===== config.mk =====
export PLATFORM = sky130hd
export DESIGN_NAME = instruction_fetch_multi
export DESIGN_NICKNAME = d
export VERILOG_FILES = /design/src/rtl/instruction_fetch_multi.sv
export SDC_FILE = /design/constraint.sdc
export NUM_CORES = 1
export LEC_CHECK = 0
export ABC_CLOCK_PERIOD_IN_PS = 2900
export CORE_UTILIZATION = 44
export CTS_CLUSTER_SIZE = 8
export DETAILED_ROUTE_END_ITERATION = 8
export GPL_TIMING_DRIVEN = 1
export PLACE_DENSITY_LB_ADDON = 0.3
export SYNTH_ARGS = -nofsm -noshare
export SYNTH_HDL_FRONTEND = slang
export SYNTH_SLANG_ARGS = --single-unit

===== constraint.sdc =====
create_clock -name clk -period 2.9 [get_ports clk]
set_clock_uncertainty 0.2 [all_clocks]
set_input_delay 0.725 -clock clk [delete_from_list [all_inputs] [get_ports clk]]
set_output_delay 0.725 -clock clk [all_outputs]
set_load 0.02 [all_outputs]

===== src/rtl/instruction_fetch_multi.sv =====
// rtl/instruction_fetch_multi.sv - variable-length instruction fetch, one memory word per request
// Word 0 carries the length field in its top LEN_W bits; later words fill data_out upward.
module instruction_fetch_multi #(
  parameter int ADDR_W    = 8,
  parameter int DATA_W    = 8,
  parameter int MAX_WORDS = 4,
  parameter int LEN_W     = 2
) (
  input  logic                          clk,
  input  logic                          reset,
  input  logic                          DIR,
  input  logic [ADDR_W-1:0]             data_in,
  output logic                          ack_prev,
  output logic                          DOR,
  input  logic                          ack_from_next,
  output logic [MAX_WORDS*DATA_W-1:0]   data_out,
  output logic [3:0]                    instr_len,
  output logic [ADDR_W-1:0]             instr_pc,
  output logic [ADDR_W-1:0]             next_pc,
  output logic                          len_err,
  output logic                          mem_en,
  output logic [ADDR_W-1:0]             mem_addr,
  output logic [DATA_W-1:0]             mem_di,
  input  logic [DATA_W-1:0]             mem_do,
  input  logic                          mem_do_ack
);

  localparam logic [1:0] IDLE = 2'd0;
  localparam logic [1:0] REQ  = 2'd1;
  localparam logic [1:0] STEP = 2'd2;
  localparam logic [1:0] HOLD = 2'd3;

  logic [1:0]   state;
  logic [3:0]   cnt;
  logic [3:0]   tgt_len;
  logic [LEN_W:0] field_len;
  logic [3:0]   cur_len;
  logic         clip;
  logic         last_word;

  assign mem_di = '0;

  // The length is only known while word 0 is on mem_do, so decode it live on that word.
  always_comb begin
    field_len = {1'b0, mem_do[DATA_W-1 -: LEN_W]} + (LEN_W+1)'(1);
    clip      = 1'b0;
    cur_len   = tgt_len;
    if (cnt == 4'd0) begin
      if (int'(field_len) > MAX_WORDS) begin
        clip    = 1'b1;
        cur_len = 4'(MAX_WORDS);
      end else begin
        cur_len = 4'(field_len);
      end
    end
    last_word = ((cnt + 4'd1) == cur_len);
  end

  always_ff @(posedge clk) begin
    if (!reset) begin
      state     <= IDLE;
      DOR       <= 1'b0;
      ack_prev  <= 1'b0;
      mem_en    <= 1'b0;
      mem_addr  <= '0;
      data_out  <= '0;
      instr_len <= '0;
      instr_pc  <= '0;
      next_pc   <= '0;
      len_err   <= 1'b0;
      cnt       <= '0;
      tgt_len   <= '0;
    end else begin
      ack_prev <= 1'b0;
      case (state)
        IDLE: begin
          DOR    <= 1'b0;
          mem_en <= 1'b0;
          if (DIR) begin
            ack_prev <= 1'b1;
            mem_addr <= data_in;
            instr_pc <= data_in;
            mem_en   <= 1'b1;
            cnt      <= '0;
            data_out <= '0;
            len_err  <= 1'b0;
            state    <= REQ;
          end
        end
        REQ: begin
          if (mem_do_ack) begin
            for (int i = 0; i < MAX_WORDS; i++) begin
              if (int'(cnt) == i) data_out[i*DATA_W +: DATA_W] <= mem_do;
            end
            if (cnt == 4'd0) begin
              tgt_len <= cur_len;
              if (clip) len_err <= 1'b1;
            end
            mem_en <= 1'b0;
            if (last_word) begin
              instr_len <= cur_len;
              next_pc   <= instr_pc + ADDR_W'(cur_len);
              DOR       <= 1'b1;
              state     <= HOLD;
            end else begin
              mem_addr <= mem_addr + ADDR_W'(1);
              cnt      <= cnt + 4'd1;
              state    <= STEP;
            end
          end
        end
        // One idle cycle between word requests gives the memory a clean request edge.
        STEP: begin
          mem_en <= 1'b1;
          state  <= REQ;
        end
        HOLD: begin
          if (ack_from_next) begin
            DOR   <= 1'b0;
            state <= IDLE;
          end
        end
        default: state <= IDLE;
      endcase
    end
  end

endmodule


# ---- Word level (Yosys, flattened, before mapping)
# Index checks and enable logic that the tools add are counted.
dict set report word_totals {
  input_bits 21
  output_inout_bits 72
  ff_bits 74
}
dict set report classes {
  reduce_logical 19
  add_sub_neg 4
  mux 36
  n_eq_ne 18
  n_lt_le_gt_ge 1
}
# cell count
set op_table {}
lappend op_table {{two-way mux 32 bit} 2}
lappend op_table {{case mux 32 bit (2 select lines)} 1}
lappend op_table {{two-way mux 8 bit} 7}
lappend op_table {{AND reduction 4 bit} 6}
lappend op_table {{inequality test 2 bit, second input constant} 11}
lappend op_table {{two-way mux 4 bit} 4}
lappend op_table {{case mux 8 bit (2 select lines)} 1}
lappend op_table {{two-way mux 1 bit} 12}
lappend op_table {{AND reduction 3 bit} 3}
lappend op_table {{adder 8 x 1 -> 8 bit, second input constant} 1}
lappend op_table {{adder 8 x 4 -> 8 bit} 1}
lappend op_table {{equality test 4 x 3 -> 1 bit, second input constant} 2}
lappend op_table {{logical NOT 4 bit} 2}
lappend op_table {{case mux 2 bit (4 select lines)} 1}
lappend op_table {{case mux 4 bit (2 select lines)} 1}
lappend op_table {{two-way mux 2 bit} 3}
lappend op_table {{case mux 1 bit (3 select lines)} 2}
lappend op_table {{AND reduction 2 bit} 3}
lappend op_table {{nonzero test 3 bit} 2}
lappend op_table {{AND reduction 5 bit} 1}
lappend op_table {{adder 4 x 1 -> 4 bit, second input constant} 1}
lappend op_table {{equality test 2 bit, second input constant} 2}
lappend op_table {{equality test 4 x 2 -> 1 bit, second input constant} 1}
lappend op_table {{equality test 4 bit} 1}
lappend op_table {{other kinds (7)} 7}

# ---- Logic depth before layout (Yosys ltp)
dict set report depth {
  ltp_word 8
  depth_mapped 15
}

# ---- Least setup slack after synthesis
# Ideal clock, no wire load.
dict set report synth_path {
  path_kind {reg-to-reg}
  start {register cnt[0]}
  end {register next_pc[6]}
  required_ps 2614
  arrival_ps 2817
  setup_ps 86
  stages_incl_launch_ff 16
  path_slack_ps -203
  cell_sequence {dfxtp_1 > inv_1 > ha_1 > or3b_1 > buf_6 > nand2_1 > o21ai_0 > ha_1 > inv_1 > fa_1 > inv_1 > a21o_1 > maj3_1 > and3_1 > xnor2_1 > a211oi_1}
}
dict set report synth_via {
  elab_chain_len 4
  word_cells_on_any_way 6
  cone_classes {2 x add/sub; 1 x eq/ne; 1 x mux; 2 x reduce/logical}
}
# item line_no
set synth_lines {}
lappend synth_lines {{start, declared} 34} ;# logic [3:0] cnt;
lappend synth_lines {{start signal, assigned} 107} ;# cnt <= cnt + 4'd1;
lappend synth_lines {{logical NOT 4 bit *} 48} ;# if (cnt == 4'd0) begin
lappend synth_lines {{two-way mux 4 bit *} 48}
lappend synth_lines {{via cur_len[0]} 37} ;# logic [3:0] cur_len;
lappend synth_lines {{branches (longest 2 deep; another with adder 8 x 4 -> 8 bit)} --}
lappend synth_lines {{end signal, assigned} 102} ;# next_pc <= instr_pc + ADDR_W'(cur_len);
lappend synth_lines {{end, declared} 19} ;# output logic [ADDR_W-1:0] next_pc,
# Mark *: on every way through the listed nets, which the timed path passes.
# A chain may end at the register's enable or synchronous reset.

# ---- Worst setup path in the final report
dict set report layout_path {
  start {input port mem_do[7]}
  end {register next_pc[6]}
}
dict set report layout_via {
  elab_chain_len 6
  word_cells_on_any_way 7
  cone_classes {2 x add/sub; 1 x order compare; 1 x eq/ne; 2 x mux; 1 x reduce/logical}
}
# item line_no
set layout_lines {}
lappend layout_lines {{start, declared} 24} ;# input logic [DATA_W-1:0] mem_do,
lappend layout_lines {{adder 2 x 1 -> 3 bit *} 45} ;# field_len = {1'b0, mem_do[DATA_W-1 -: LEN_W]} + (LEN_W+1)'(1);
lappend layout_lines {{greater-than comparator 3 bit} 49} ;# if (int'(field_len) > MAX_WORDS) begin
lappend layout_lines {{two-way mux 3 bit *} 49}
lappend layout_lines {{two-way mux 4 bit *} 48}
lappend layout_lines {{via cur_len[2]} 37}
lappend layout_lines {{branches (longest 2 deep; another with adder 8 x 4 -> 8 bit)} --}
# Marked as above.

==> flow_summary.yaml <==
run_status:
  status: "finished, final reports clean"
layout:
  drive_above_1_share: 0.171
  diodes: 0
  layout_commonest_cell: "clkdlybuf4s50_1"
  final_cell_mix: "clkdlybuf4s50_1 (82), dfxtp_1 (72), nor2_1 (60)"
  fin_nets: 564
  area_growth_pct: 41.0
  num-fill-cells: 726
grt:
  grt_max_degree: 64
  grt.total_usage: 0.220
  antenna_found_initial: 0
  grt_pass1_wl_um: 15200
  grt_pass1_vias: 3207
  grt-ovfl-total: 0
pwr:
  ir_worst_vdd_v: 0.000341
  comb_power_share: 0.403
  power_frac_seq: 0.359
  intPower_uw: 2210
  power_switching_uw: 1250
  p_leak_uw: 0.00207
  p_sw_frac: 0.361
  clock_power_share: 0.238
  power.density_nw_per_um2: 667
timing:
  timing.final.crit_share: 0.984
  worst_pin_slew_ns: 0.513
  setup_viol: 0
  fin_setup_tns_ns: 0
  slew_headroom: 0.656
  rsz0062_at_grt: "yes"
  final_hold_viol_count: 0
  post-route-min-period_ns: 2.85
  fmax_mhz: 351
  drv_slew: 0
  hold_ws_ns: 0.284
clock_network:
  clk_latency_ns: 0.34
  cts.path.max_buffers: 2
  h-tree-depth: 3
  cts_tree: "yes"
  clk_pin_slew_ns: 0.08
  clock_sinks: 74
  cts_buffers: 9
  cts_root_buf: "clkbuf_8"
critical_path:
  arrival_ns: 2.92
  critPathMaxFanout: 3
  crit_family: "adder cells"
  critPathSlowestCell: "maj3_2"
  max_stage_delay_ns: 0.32
  crit_buf_inv: 1
  worstPathRequired_ns: 2.96
  worstSetupStartpointType: "input port"
  end_kind: "flop"
  worstSetupPathType: "input port to flop"
  crit_path_frequent_cell: "a21o_1"
  cp_cell_sequence: "dlygate4sd2_1 -> ha_2 -> and4bb_2 -> a21o_1 -> ha_4 -> a21o_1 -> maj3_2 -> and3_4 -> xnor2_1 -> a211oi_1"
detailed_routing:
  drtIter0Drc: 218
  highest_layer: "met4"
  drt-wirelength-per-cell_um: 14.8
  post-route-drc-count: 0
  ant_nets: 0
  via_count: 3347
  routed_wl_um: 9410
  drt-met1-wl_um: 4110
  wl_met2_um: 4420
  firstDrtPassIters: 5
  wl_met3_um: 684
  viasPerCell: 5.25
logic_synthesis:
  seq_area_frac_synth: 0.402
  async_reset_ff_frac: 0
  synth-main-ff-cell: "dfxtp_1"
  ys_ff_latch: 74
  ys_types: 57
  ys_warn_count: 0
  syn-cell-area_um2: 3680
  synth_edf_count: 0
  post_synth.cell_area_avg_um2: 9.01
  synthCells: 409
place:
  port_buffers: 84
  hpwl_um: 6540
  gp_congestion: 0.851
die:
  die_w_um: 93.5
  boundaryPins: 93
  core_um2: 8180
  rows: 33
  initial_utilization: 0.451
  die_y_um: 93.5
  dieArea_um2: 8740
min_path:
  hp-class: "flop to flop"
flow_run:
  cap_violations: 0
==> power groups by stage <==
stage | Clock, uW | Sequential [uW] | Combinational (uW)
floorplan | 0 | 1360 | 714
global placement | 0 | 1250 | 1330
detailed placement | 0 | 1260 | 1360
CTS | 845 | 1240 | 1380
global route | 884 | 1260 | 1520
finish | 823 | 1240 | 1400
==> worst paths after layout <==
| kind | start | end | slack, ns | cells after the start |
|---|---|---|---|---|
| worst max-delay path | mem_do[7] | next_pc[6]$_SDFFE_PN0P_ | 0.05 | 10 |
| worst min-delay path | len_err$_SDFFE_PN0P_ | len_err$_SDFFE_PN0P_ | 0.28 | 1 |
| worst max register to register | cnt[0]$_SDFFE_PN0P_ | next_pc[6]$_SDFFE_PN0P_ | 0.06 | 12 |
| worst min register to register | len_err$_SDFFE_PN0P_ | len_err$_SDFFE_PN0P_ | 0.28 | 1 |
==> per-layer routing <==
metal  track usage  vias to the layer above
met5             0                        -
met4        0.0923                        0
met3        0.0520                       16
met2         0.357                      125
met1         0.280                     1558
li1              -                     1648
==> final cells by class <==
class / count / area, um2 / area share
clock inverters: 6 / 63.8 / 0.0123
flip-flops and latches: 74 / 1480 / 0.286
repair buffers: 126 / 1180 / 0.227
clock buffers: 10 / 138 / 0.0265
well taps: 105 / 131 / 0.0253
inverters: 14 / 52.6 / 0.0101
multi-input cells: 302 / 2150 / 0.413
==> registers in the layout, summed over array words and instances (netlist names) <==
register   flops
data_out      32
next_pc        8
instr_len      4
mem_addr       8
state          2
mem_en         1
tgt_len        4
DOR            1
cnt            4
len_err        1
instr_pc       8
ack_prev       1
==> kinds of logic after synthesis <==
family	Yosys count	synth area share
multiplexers	43	0.117
other	1	0.00102
adder cells (fa/ha/maj)	17	0.0591
flip-flops	74	0.402
XOR/XNOR	10	0.0238
buffers and inverters	40	0.0564
AO/OA/AOI/OAI	66	0.126
AND/OR/NAND/NOR	158	0.215
==> metrics by stage <==
stage	std cells	util	setup slack (ns)	power, uW	area [um2]
final	637	0.635	0.0470	3460	5190
after global routing	637	0.635	-0.0429	3670	5190
after CTS	636	0.625	0.00276	3460	5110
after detailed placement	617	0.594	-0.621	2620	4860
after global placement	617	0.594	-0.512	2590	4860
after floorplan	416	-	0.00465	2080	3730
==> timing repair <==
action	CTS	global route
hold buffers	0	0
pin swaps	3	9
setup buffers	3	1
endpoints found under the setup margin	22	17
hold endpoints to repair	0	0
resized for setup	10	14
==> cell usage after synthesis, types with 2 or more instances <==
cell | instances | area share
buf_1 | 4 | 0.0041
dfxtp_1 | 74 | 0.40
a211oi_1 | 11 | 0.022
o31ai_1 | 3 | 0.0061
or3_1 | 2 | 0.0034
xor2_1 | 3 | 0.0071
nor2_1 | 60 | 0.061
a22oi_1 | 2 | 0.0041
and3_1 | 7 | 0.012
nand2b_1 | 6 | 0.010
o211ai_1 | 5 | 0.010
a21o_1 | 4 | 0.0082
inv_1 | 14 | 0.014
and2_1 | 11 | 0.019
a31oi_1 | 3 | 0.0051
buf_6 | 3 | 0.0092
a32o_1 | 2 | 0.0054
nand2_1 | 33 | 0.034
xnor2_1 | 7 | 0.017
ha_1 | 15 | 0.051
clkbuf_1 | 9 | 0.0092
o21ai_0 | 5 | 0.0068
or4_1 | 5 | 0.010
a21oi_1 | 20 | 0.027
nor2b_1 | 4 | 0.0068
nand3_1 | 11 | 0.015
nor3_1 | 5 | 0.0068
buf_4 | 9 | 0.018
o221ai_1 | 2 | 0.0048
mux2i_1 | 43 | 0.12
Power figures use the tool's default switching activity.
